[config.mk]
export PLATFORM = sky130hd
export DESIGN_NAME = keycode_event_queue
export DESIGN_NICKNAME = d
export VERILOG_FILES = /design/src/rtl/keycode_event_queue.sv
export SDC_FILE = /design/constraint.sdc
export NUM_CORES = 1
export LEC_CHECK = 0
export ABC_AREA = 1
export BUFFER_PORTS_ARGS = -buffer_cell sky130_fd_sc_hd__buf_2
export CAP_MARGIN = 20
export CELL_PAD_IN_SITES_DETAIL_PLACEMENT = 1
export CELL_PAD_IN_SITES_GLOBAL_PLACEMENT = 2
export CORE_ASPECT_RATIO = 0.8
export CORE_MARGIN = 2
export CORE_UTILIZATION = 34
export DETAILED_ROUTE_END_ITERATION = 8
export PLACE_DENSITY = 0.83
export SETUP_SLACK_MARGIN = 0.05
export SYNTH_ARGS = -nofsm -noshare
export SYNTH_HDL_FRONTEND = slang
export SYNTH_SLANG_ARGS = --single-unit
[constraint.sdc]
create_clock -name clk -period 3.05 [get_ports clk]
set_input_delay 0.305 -clock clk [delete_from_list [all_inputs] [get_ports clk]]
set_output_delay 0.305 -clock clk [all_outputs]
set_load 0.005 [all_outputs]
[src/rtl/keycode_event_queue.sv]
// rtl/keycode_event_queue.sv - keycode slot diff into a press/release event FIFO
module keycode_event_queue #(
    parameter int DEPTH = 8,
    parameter int AW    = 3
) (
    input  logic       clk,
    input  logic       reset,
    input  logic [7:0] keycode0,
    input  logic [7:0] keycode1,
    input  logic [7:0] keycode2,
    input  logic [7:0] keycode3,
    input  logic       sample_tick,
    output logic [8:0] ev_data,
    output logic       ev_valid,
    input  logic       ev_ready,
    output logic       busy,
    output logic       overflow,
    input  logic       ovf_clr,
    output logic       missed_tick
);

    typedef enum logic [1:0] {
        S_IDLE,
        S_REL,
        S_PRS,
        S_COMMIT
    } state_t;

    state_t      state_q, state_d;
    logic [1:0]  idx_q, idx_d;
    logic        latch_cur;
    logic        commit;

    logic [7:0]  cur_q  [4];
    logic [7:0]  prev_q [4];

    logic [8:0]    mem_q [DEPTH];
    logic [AW-1:0] wr_ptr_q;
    logic [AW-1:0] rd_ptr_q;
    logic [AW:0]   count_q;

    logic       scan_push;
    logic [8:0] scan_data;
    logic [7:0] sel_key;
    logic       in_other;
    logic       dup_earlier;
    logic       pop;
    logic       full;
    logic       do_write;
    logic       drop;

    assign busy     = (state_q != S_IDLE);
    assign ev_valid = (count_q != '0);
    assign ev_data  = mem_q[rd_ptr_q];
    assign pop      = ev_valid & ev_ready;
    assign full     = (count_q == (AW+1)'(DEPTH));
    assign do_write = scan_push & (~full | pop);
    assign drop     = scan_push & full & ~pop;

    // Scan sequencing: latch on tick, four release steps, four press steps, then commit
    always_comb begin
        state_d   = state_q;
        idx_d     = idx_q;
        latch_cur = 1'b0;
        commit    = 1'b0;
        case (state_q)
            S_IDLE: begin
                if (sample_tick) begin
                    latch_cur = 1'b1;
                    state_d   = S_REL;
                    idx_d     = 2'd0;
                end
            end
            S_REL: begin
                idx_d = idx_q + 2'd1;
                if (idx_q == 2'd3) begin
                    state_d = S_PRS;
                end
            end
            S_PRS: begin
                idx_d = idx_q + 2'd1;
                if (idx_q == 2'd3) begin
                    state_d = S_COMMIT;
                end
            end
            S_COMMIT: begin
                commit  = 1'b1;
                state_d = S_IDLE;
            end
            default: begin
                state_d = S_IDLE;
            end
        endcase
    end

    // Event decision for the current slot: absent from the other set and first of its value in its own set
    always_comb begin
        sel_key     = (state_q == S_PRS) ? cur_q[idx_q] : prev_q[idx_q];
        in_other    = 1'b0;
        dup_earlier = 1'b0;
        for (int j = 0; j < 4; j++) begin
            if (state_q == S_PRS) begin
                if (prev_q[j] == sel_key) in_other = 1'b1;
                if ((2'(j) < idx_q) && (cur_q[j] == sel_key)) dup_earlier = 1'b1;
            end else begin
                if (cur_q[j] == sel_key) in_other = 1'b1;
                if ((2'(j) < idx_q) && (prev_q[j] == sel_key)) dup_earlier = 1'b1;
            end
        end
        scan_push = ((state_q == S_REL) || (state_q == S_PRS)) &&
                    (sel_key != 8'h00) && !in_other && !dup_earlier;
        scan_data = {(state_q == S_PRS), sel_key};
    end

    // FSM state, slot index and the current/previous key-set registers
    always_ff @(posedge clk) begin
        if (reset) begin
            state_q <= S_IDLE;
            idx_q   <= 2'd0;
            for (int i = 0; i < 4; i++) begin
                cur_q[i]  <= 8'h00;
                prev_q[i] <= 8'h00;
            end
        end else begin
            state_q <= state_d;
            idx_q   <= idx_d;
            if (latch_cur) begin
                cur_q[0] <= keycode0;
                cur_q[1] <= keycode1;
                cur_q[2] <= keycode2;
                cur_q[3] <= keycode3;
            end
            if (commit) begin
                for (int i = 0; i < 4; i++) begin
                    prev_q[i] <= cur_q[i];
                end
            end
        end
    end

    // Event FIFO; a push while full is only accepted if the head leaves in the same cycle
    always_ff @(posedge clk) begin
        if (reset) begin
            wr_ptr_q <= '0;
            rd_ptr_q <= '0;
            count_q  <= '0;
            for (int i = 0; i < DEPTH; i++) begin
                mem_q[i] <= 9'h000;
            end
        end else begin
            if (do_write) begin
                mem_q[wr_ptr_q] <= scan_data;
                wr_ptr_q        <= wr_ptr_q + AW'(1);
            end
            if (pop) begin
                rd_ptr_q <= rd_ptr_q + AW'(1);
            end
            case ({do_write, pop})
                2'b10:   count_q <= count_q + (AW+1)'(1);
                2'b01:   count_q <= count_q - (AW+1)'(1);
                default: count_q <= count_q;
            endcase
        end
    end

    // Sticky status flags; a fresh drop wins over a simultaneous clear
    always_ff @(posedge clk) begin
        if (reset) begin
            overflow    <= 1'b0;
            missed_tick <= 1'b0;
        end else begin
            if (drop) begin
                overflow <= 1'b1;
            end else if (ovf_clr) begin
                overflow <= 1'b0;
            end
            if (sample_tick && busy) begin
                missed_tick <= 1'b1;
            end
        end
    end

endmodule

* After elaboration in Yosys (flattened, before gate mapping)
Memories as Yosys holds them, arrays and structs flattened. A register that Yosys moved wholly into a read port is not among the register bits.
Index checks and enable logic that the tools add are counted.
** Operators by class
- $add $sub $neg :: 5
- Order comparisons :: 4
- Equality and inequality tests :: 18
- Mux-type cells :: 65
- Bitwise operators :: 15
- Reductions and logical operators :: 26
** Operators by type and width (number)
- two-way mux 8 bit :: 9
- == test 8 bit :: 8
- two-way mux 1 bit :: 41
- two-way mux 2 bit :: 8
- logical AND 1 bit :: 12
- two-way mux 3 bit :: 3
- two-way mux 9 bit :: 1
- OR 1 bit :: 9
- OR reduction 9 bit :: 1
- == test 2 bit (second input constant) :: 4
- one-hot mux 2 bit (4 select lines) :: 1
- one-hot mux 4 bit (2 select lines) :: 1
- nonzero test 2 bit :: 4
- nonzero test 8 bit :: 1
- adder 3 x 1 -> 3 bit (second input constant) :: 2
- adder 4 x 1 -> 4 bit (second input constant) :: 1
- bitwise AND 1 bit :: 4
- == test 2 x 1 -> 1 bit (second input constant) :: 2
- == test 4 bit (second input constant) :: 1
- less-than comparator 1 x 2 -> 1 bit (first input constant) :: 2
- less-than comparator 2 bit (first input constant) :: 2
- != test 2 bit (second input constant) :: 2
- one-hot mux 2 bit (2 select lines) :: 1
- nonzero test 4 bit :: 1
- other kinds (10) :: 12
** Storage, ports and cells
- Register bits after elaboration :: 16
- Memory bits (writable) :: 136
- Input bits :: 37
- Output and inout bits :: 13
- Memories :: 3
** Memory list
- mem_q :: words 8, bits a word 9, rd ports 1, clocked after memory_dff 1, wr ports 8, RTL line 37 : logic [8:0] mem_q [DEPTH];
- cur_q :: words 4, bits a word 8, rd ports 5, clocked after memory_dff 1, wr ports 4, RTL line 34 : logic [7:0] cur_q [4];
- prev_q :: words 4, bits a word 8, rd ports 5, clocked after memory_dff 1, wr ports 4, RTL line 35 : logic [7:0] prev_q [4];

* Depth between registers and ports, before layout
- Depth in word-level cells :: 20
- Depth in mapped cells :: 29
- Mapped depth without buffers :: 27

* Worst setup path after synthesis
No wires, ideal clock.
- Path kind :: register to register
- Start :: reg state_q[0]
- End :: reg count_q[3]
- Library setup time :: 0.119 ns
- Data arrival time :: 3.194 ns
- Path slack :: -0.263 ns
- Cell stages (with the launch flop) :: 24
- Path buffers :: 1
- Period minus slack after synthesis :: 3.313 ns
- Path through :: dfxtp_1 > inv_1 > ha_1 > inv_2 > nand3_2 > nand2_4 > buf_6 > xor2_1 > nand2_1 > nor2_1 > a21oi_2 > inv_1 > nor2_1 > nand3_1 > ha_1 > ha_1 > nand2_1 > nor2_1 > a211oi_1 > nor2_1 > nor2_1 > nand2_1 > o21ai_0 > a21oi_1
** On the way
- Longest elaborated chain between the ends :: 17
- Elaborated cells on any way between the ends :: 55
- Those cells by class :: eq/ne (12); mux (26); bitwise (1); reduce/logical (16)
** Ends and longest elaborated chain
- start: declaration :: RTL line 29 : state_t state_q, state_d;
- start signal: assignment :: RTL line 125 : state_q <= state_d;
- == test 2 bit (*)
- net scan_data[8] :: RTL line 43 : logic [8:0] scan_data;
- two-way mux 8 bit :: RTL line 98 : sel_key = (state_q == S_PRS) ? cur_q[idx_q] : prev_q[idx_q];
- == test 8 bit (on tied branches)
- two-way mux 1 bit (tied with other cells) :: RTL line 106 : if (cur_q[j] == sel_key) in_other = 1'b1;
- two-way mux 1 bit (on tied branches) :: RTL line 102, 104, 107
- two-way mux 1 bit (on tied branches) :: RTL line 106, 102, 103
- two-way mux 1 bit (on tied branches) :: RTL line 102, 104, 107
- [... 2 more ...]
- two-way mux 1 bit (on tied branches) :: RTL line 106, 102, 103
- two-way mux 1 bit (on tied branches) :: RTL line 102, 104, 107
- zero test 1 bit / two-way mux 1 bit (equally long branches) :: RTL line 111, 102
- logical AND 1 bit / zero test 1 bit (equally long branches) :: RTL line 111 : (sel_key != 8'h00) && !in_other && !dup_earlier;
- logical AND 1 bit (*) :: RTL line 111
- bitwise AND 1 bit (*) :: RTL line 57 : assign do_write = scan_push & (~full | pop);
- == test 2 x 1 -> 1 bit / == test 2 bit (equally long branches) :: RTL line 158 : case ({do_write, pop})
- one-hot mux 4 bit (2 select lines) / nonzero test 2 bit (equally long branches)
- end signal: assignment :: RTL line 159 : 2'b10: count_q <= count_q + (AW+1)'(1);
- end signal: assignment :: RTL line 160 : 2'b01: count_q <= count_q - (AW+1)'(1);
- end signal: assignment :: RTL line 161 : default: count_q <= count_q;
- end: declaration :: RTL line 40 : logic [AW:0] count_q;
The timed path passes the listed nets; every way through them passes the cells marked *.
A chain may end at the register's enable or synchronous reset.

* Worst setup path after layout
Same ends and word-level chain as after synthesis.

==> key figures <==
Status
  – Outcome: finished, violations left
  – Violated checks: setup timing

Floorplanning
  – Initial Util: roughly a third
  – Core Area: 25,400 um^2
  – Die footprint: 27,400 um^2
  – Die span in x: between 150 and 200 um
  – FP Rows: between 50 and 60
  – # IOs: 50
  – Die Span Y: approximately 150 um

Timing
  – Fin. Hold Viols: 0
  – Clk_skew: ~0.014 ns
  – Post-route worst setup slack: -0.300 ns
  – Total negative setup slack: -3.94 ns
  – Worst-Margin Slew: ~0.94 ns
  – Pins Over Slew Limit: 0
  – Period minus WS final: approximately 3.3 ns
  – Final setup violation count: 75
  – Fmax: around 300 MHz
  – Tcrit/Tclk final: 110%
  – RSZ-0062 raised after global routing: yes
  – Max-Slew Margin vs Limit: a little under two fifths

Setup path
  – Delay-heaviest family, CP: simple AND/OR/NAND/NOR gates
  – Most used cell, CP: nand2_2
  – Reg2reg path depth: 28
  – Worst setup SP type: flip-flop
  – Crit path buffers/inverters: 7
  – Flop2flop setup slack: -0.30 ns
  – WP depth: 28
  – Critical path type: reg -> reg
  – Kind of end point of the critical path: flip-flop
  – Worst EP required: between 3 and 4 ns
  – Crit-path slowest cell: dfxtp_2
  – Worst-path maximum fanout: 7
  – WP data arrival: between 3 and 4 ns
  – Critical Path Max Stage Delay: ~0.33 ns

CTS
  – Num CTS Buffers: 17
  – CTS tree: done
  – Clock Path Buffers: 2
  – CTS root buf: clkbuf_16
  – Clock Latency Late Sink: 0.46 ns
  – CTS H-tree depth: 4
  – Hold buffer count at CTS: 0
  – Sink Count: roughly 160
  – Clock Pin Slew Worst Setup and Hold Paths: around 0.07 ns

Layout
  – Area taken by flip-flops and latches: about 4500 um^2
  – Area delta synth->final: 34.9%
  – Area of the multi-input gates: slightly below 4000 um^2
  – Final core utilization: a little under half
  – Share of layout cells above drive strength 1: between 20% and 30%
  – Fill cells: 3,025
  – Layout net count: roughly 1,300
  – Antenna diodes: 0

Routing
  – Routed len/inst: about 18 um
  – First DRT Iteration DRCs: roughly 520
  – Detailed-route via count: 8,076
  – Final antenna-violating net count: 0
  – Number of vias per cell: a little under 5
  – DR DRC count: 0
  – DRT Wirelength: ~29,000 um
  – Drt first pass iters: 5

Placement
  – Dpl ws: -0.526 ns
  – Hpwl dp: between 15,000 and 20,000 um
  – IO Port Bufs: 49
  – Routability cong.: between 0.8 and 0.9

Yosys
  – Async set or reset register ratio after synthesis: 0%
  – Flops & latches, synth: approximately 160
  – Synth Flop Type: edfxtp_1
  – Count of flip-flops with a built-in enable after synthesis: ~140
  – Commonest cells post-synth: nand2_1 (244), nor2_1 (234), edfxtp_1 (136), inv_1 (130), nand3_1 (100)
  – Synth top area share: a little under half
  – Syn_nets: around 1,100
  – Post-Syn Instances: between 1,000 and 1,500
  – Synth area leader: edfxtp_1
  – Mean Syn Cell Area: roughly 8.3 um^2
  – Count leader, synth: nand2_1
  – Synth Cell Area: between 8000 and 9000 um^2
  – Post-synthesis cell type count: 35
  – Sequential area share after synthesis: between 50% and 60%
  – Yosys warns: 0
  – Synth area leaders: edfxtp_1 (46%), nand2_1 (10%), nor2_1 (9.9%), nand3_1 (5.6%), inv_1 (5.5%)

Power and ir drop
  – Leakage: 0.00540 uW
  – Max IR drop VDD: 504 uV
  – Pwr Density: just over 900 nW/um^2

Hold path
  – Hold Path Cell Cnt: 4
  – HP Class: in -> reg

Global routing
  – Gr ovfl total: 0
  – Vias in the first global route: ~8,400
  – Initial antenna violation count: 0
  – Total Routing Usage GR: a little over a fifth
  – Global-route wire length before repair: 45,700 um
  – Largest net degree at the start of global routing: 37

Flow run
  – Max Cap Viol: 0
==> stage by stage <==
stage | total power, uW | instances | hold slack [ns] | cell area [um^2]
detailed placement | 8000 | 1584 | 0.453 | 10700
floorplan | 5940 | 1073 | 0.433 | 8970
finish | 11200 | 1647 | 0.111 | 12000
global route | 11900 | 1647 | 0.123 | 12000
CTS | 10700 | 1634 | 0.0893 | 11600
global placement | 7860 | 1584 | 0.445 | 10700
==> power breakdown <==
group / leakage, uW / total (uW) / switching (uW) / internal [uW]
clock: 0.000286 / 2220 / 995 / 1230
combinational: 0.00352 / 6020 / 3560 / 2460
sequential: 0.00159 / 2910 / 189 / 2720
==> worst min-delay path: stages <==
cell	delay [ns]
buf_2	0.07
inv_1	0.03
nand2_1	0.04
a21oi_1	0.05
==> cell families (layout without fill, tap and decap cells) <==
logic type	count (synthesis)	count (layout)	share of synthesized area, %
and+or+nand+nor	628	631	32.1
buffers and inverters	177	397	9.00
DFF	157	157	50.8
AOI/OAI and AO/OA	89	89	5.37
adders and majority gates	12	12	1.78
xor gates and xnor gates	10	10	0.987
==> area by class of cell <==
class | instances | area share (%)
sequential | 157 | 37.7
multi-input combinational | 742 | 33.1
timing repair buffer | 231 | 16.2
inverter | 134 | 4.41
tap | 351 | 3.67
clock buffer | 19 | 3.62
clock inverter | 13 | 1.29
==> cell usage in the layout, fill, tap and decap left out, types with 2 or more instances in the layout <==
cell type	instances
o21ai_1	3
a31oi_1	9
o22ai_1	9
buf_4	144
buf_6	17
dfxtp_1	19
nand3_2	20
buf_12	18
o21ai_0	50
clkbuf_1	2
bufinv_16	2
nand4_1	3
nor2_1	219
inv_2	3
ha_1	7
inv_1	126
nor2_4	3
nand3_1	85
nand2_4	7
nor2_2	22
nand2_1	224
clkbuf_16	19
a21oi_1	15
inv_8	4
nand2_2	21
nand2_8	2
nand4_4	7
ha_4	4
xor2_1	8
buf_2	49
edfxtp_1	136
nand3_4	15
inv_6	7
==> layer usage <==
layer,track usage [%],share of wire (%),up-vias
met2,35.9,48,148
met1,29.5,46,3986
met4,6.48,1.8,0
met5,0,0,-
met3,3.97,4.1,33
li1,-,-,3909
==> state kept, by name (all words and copies together), names as in the netlist, named ones only <==
signal / count
count_q: 4
cur_q: 32
idx_q: 2
mem_q: 72
missed_tick: 1
overflow: 1
prev_q: 32
rd_ptr_q: 3
state_q: 2
wr_ptr_q: 3
==> final timing paths <==
check                                  from     endpoint
worst max-delay path             state_q[0]   count_q[3]
worst min-delay path                ovf_clr     overflow
worst max register to register   state_q[0]   count_q[3]
worst min register to register  rd_ptr_q[2]  rd_ptr_q[2]
==> timing repair <==
action | in CTS | in global routing
pin swaps | 22 | 38
buffers inserted | 15 | 10
cloned | 3 | 3
resized for setup | 48 | 59
setup endpoints to repair | 145 | 147
Power figures use the tool's default switching activity.
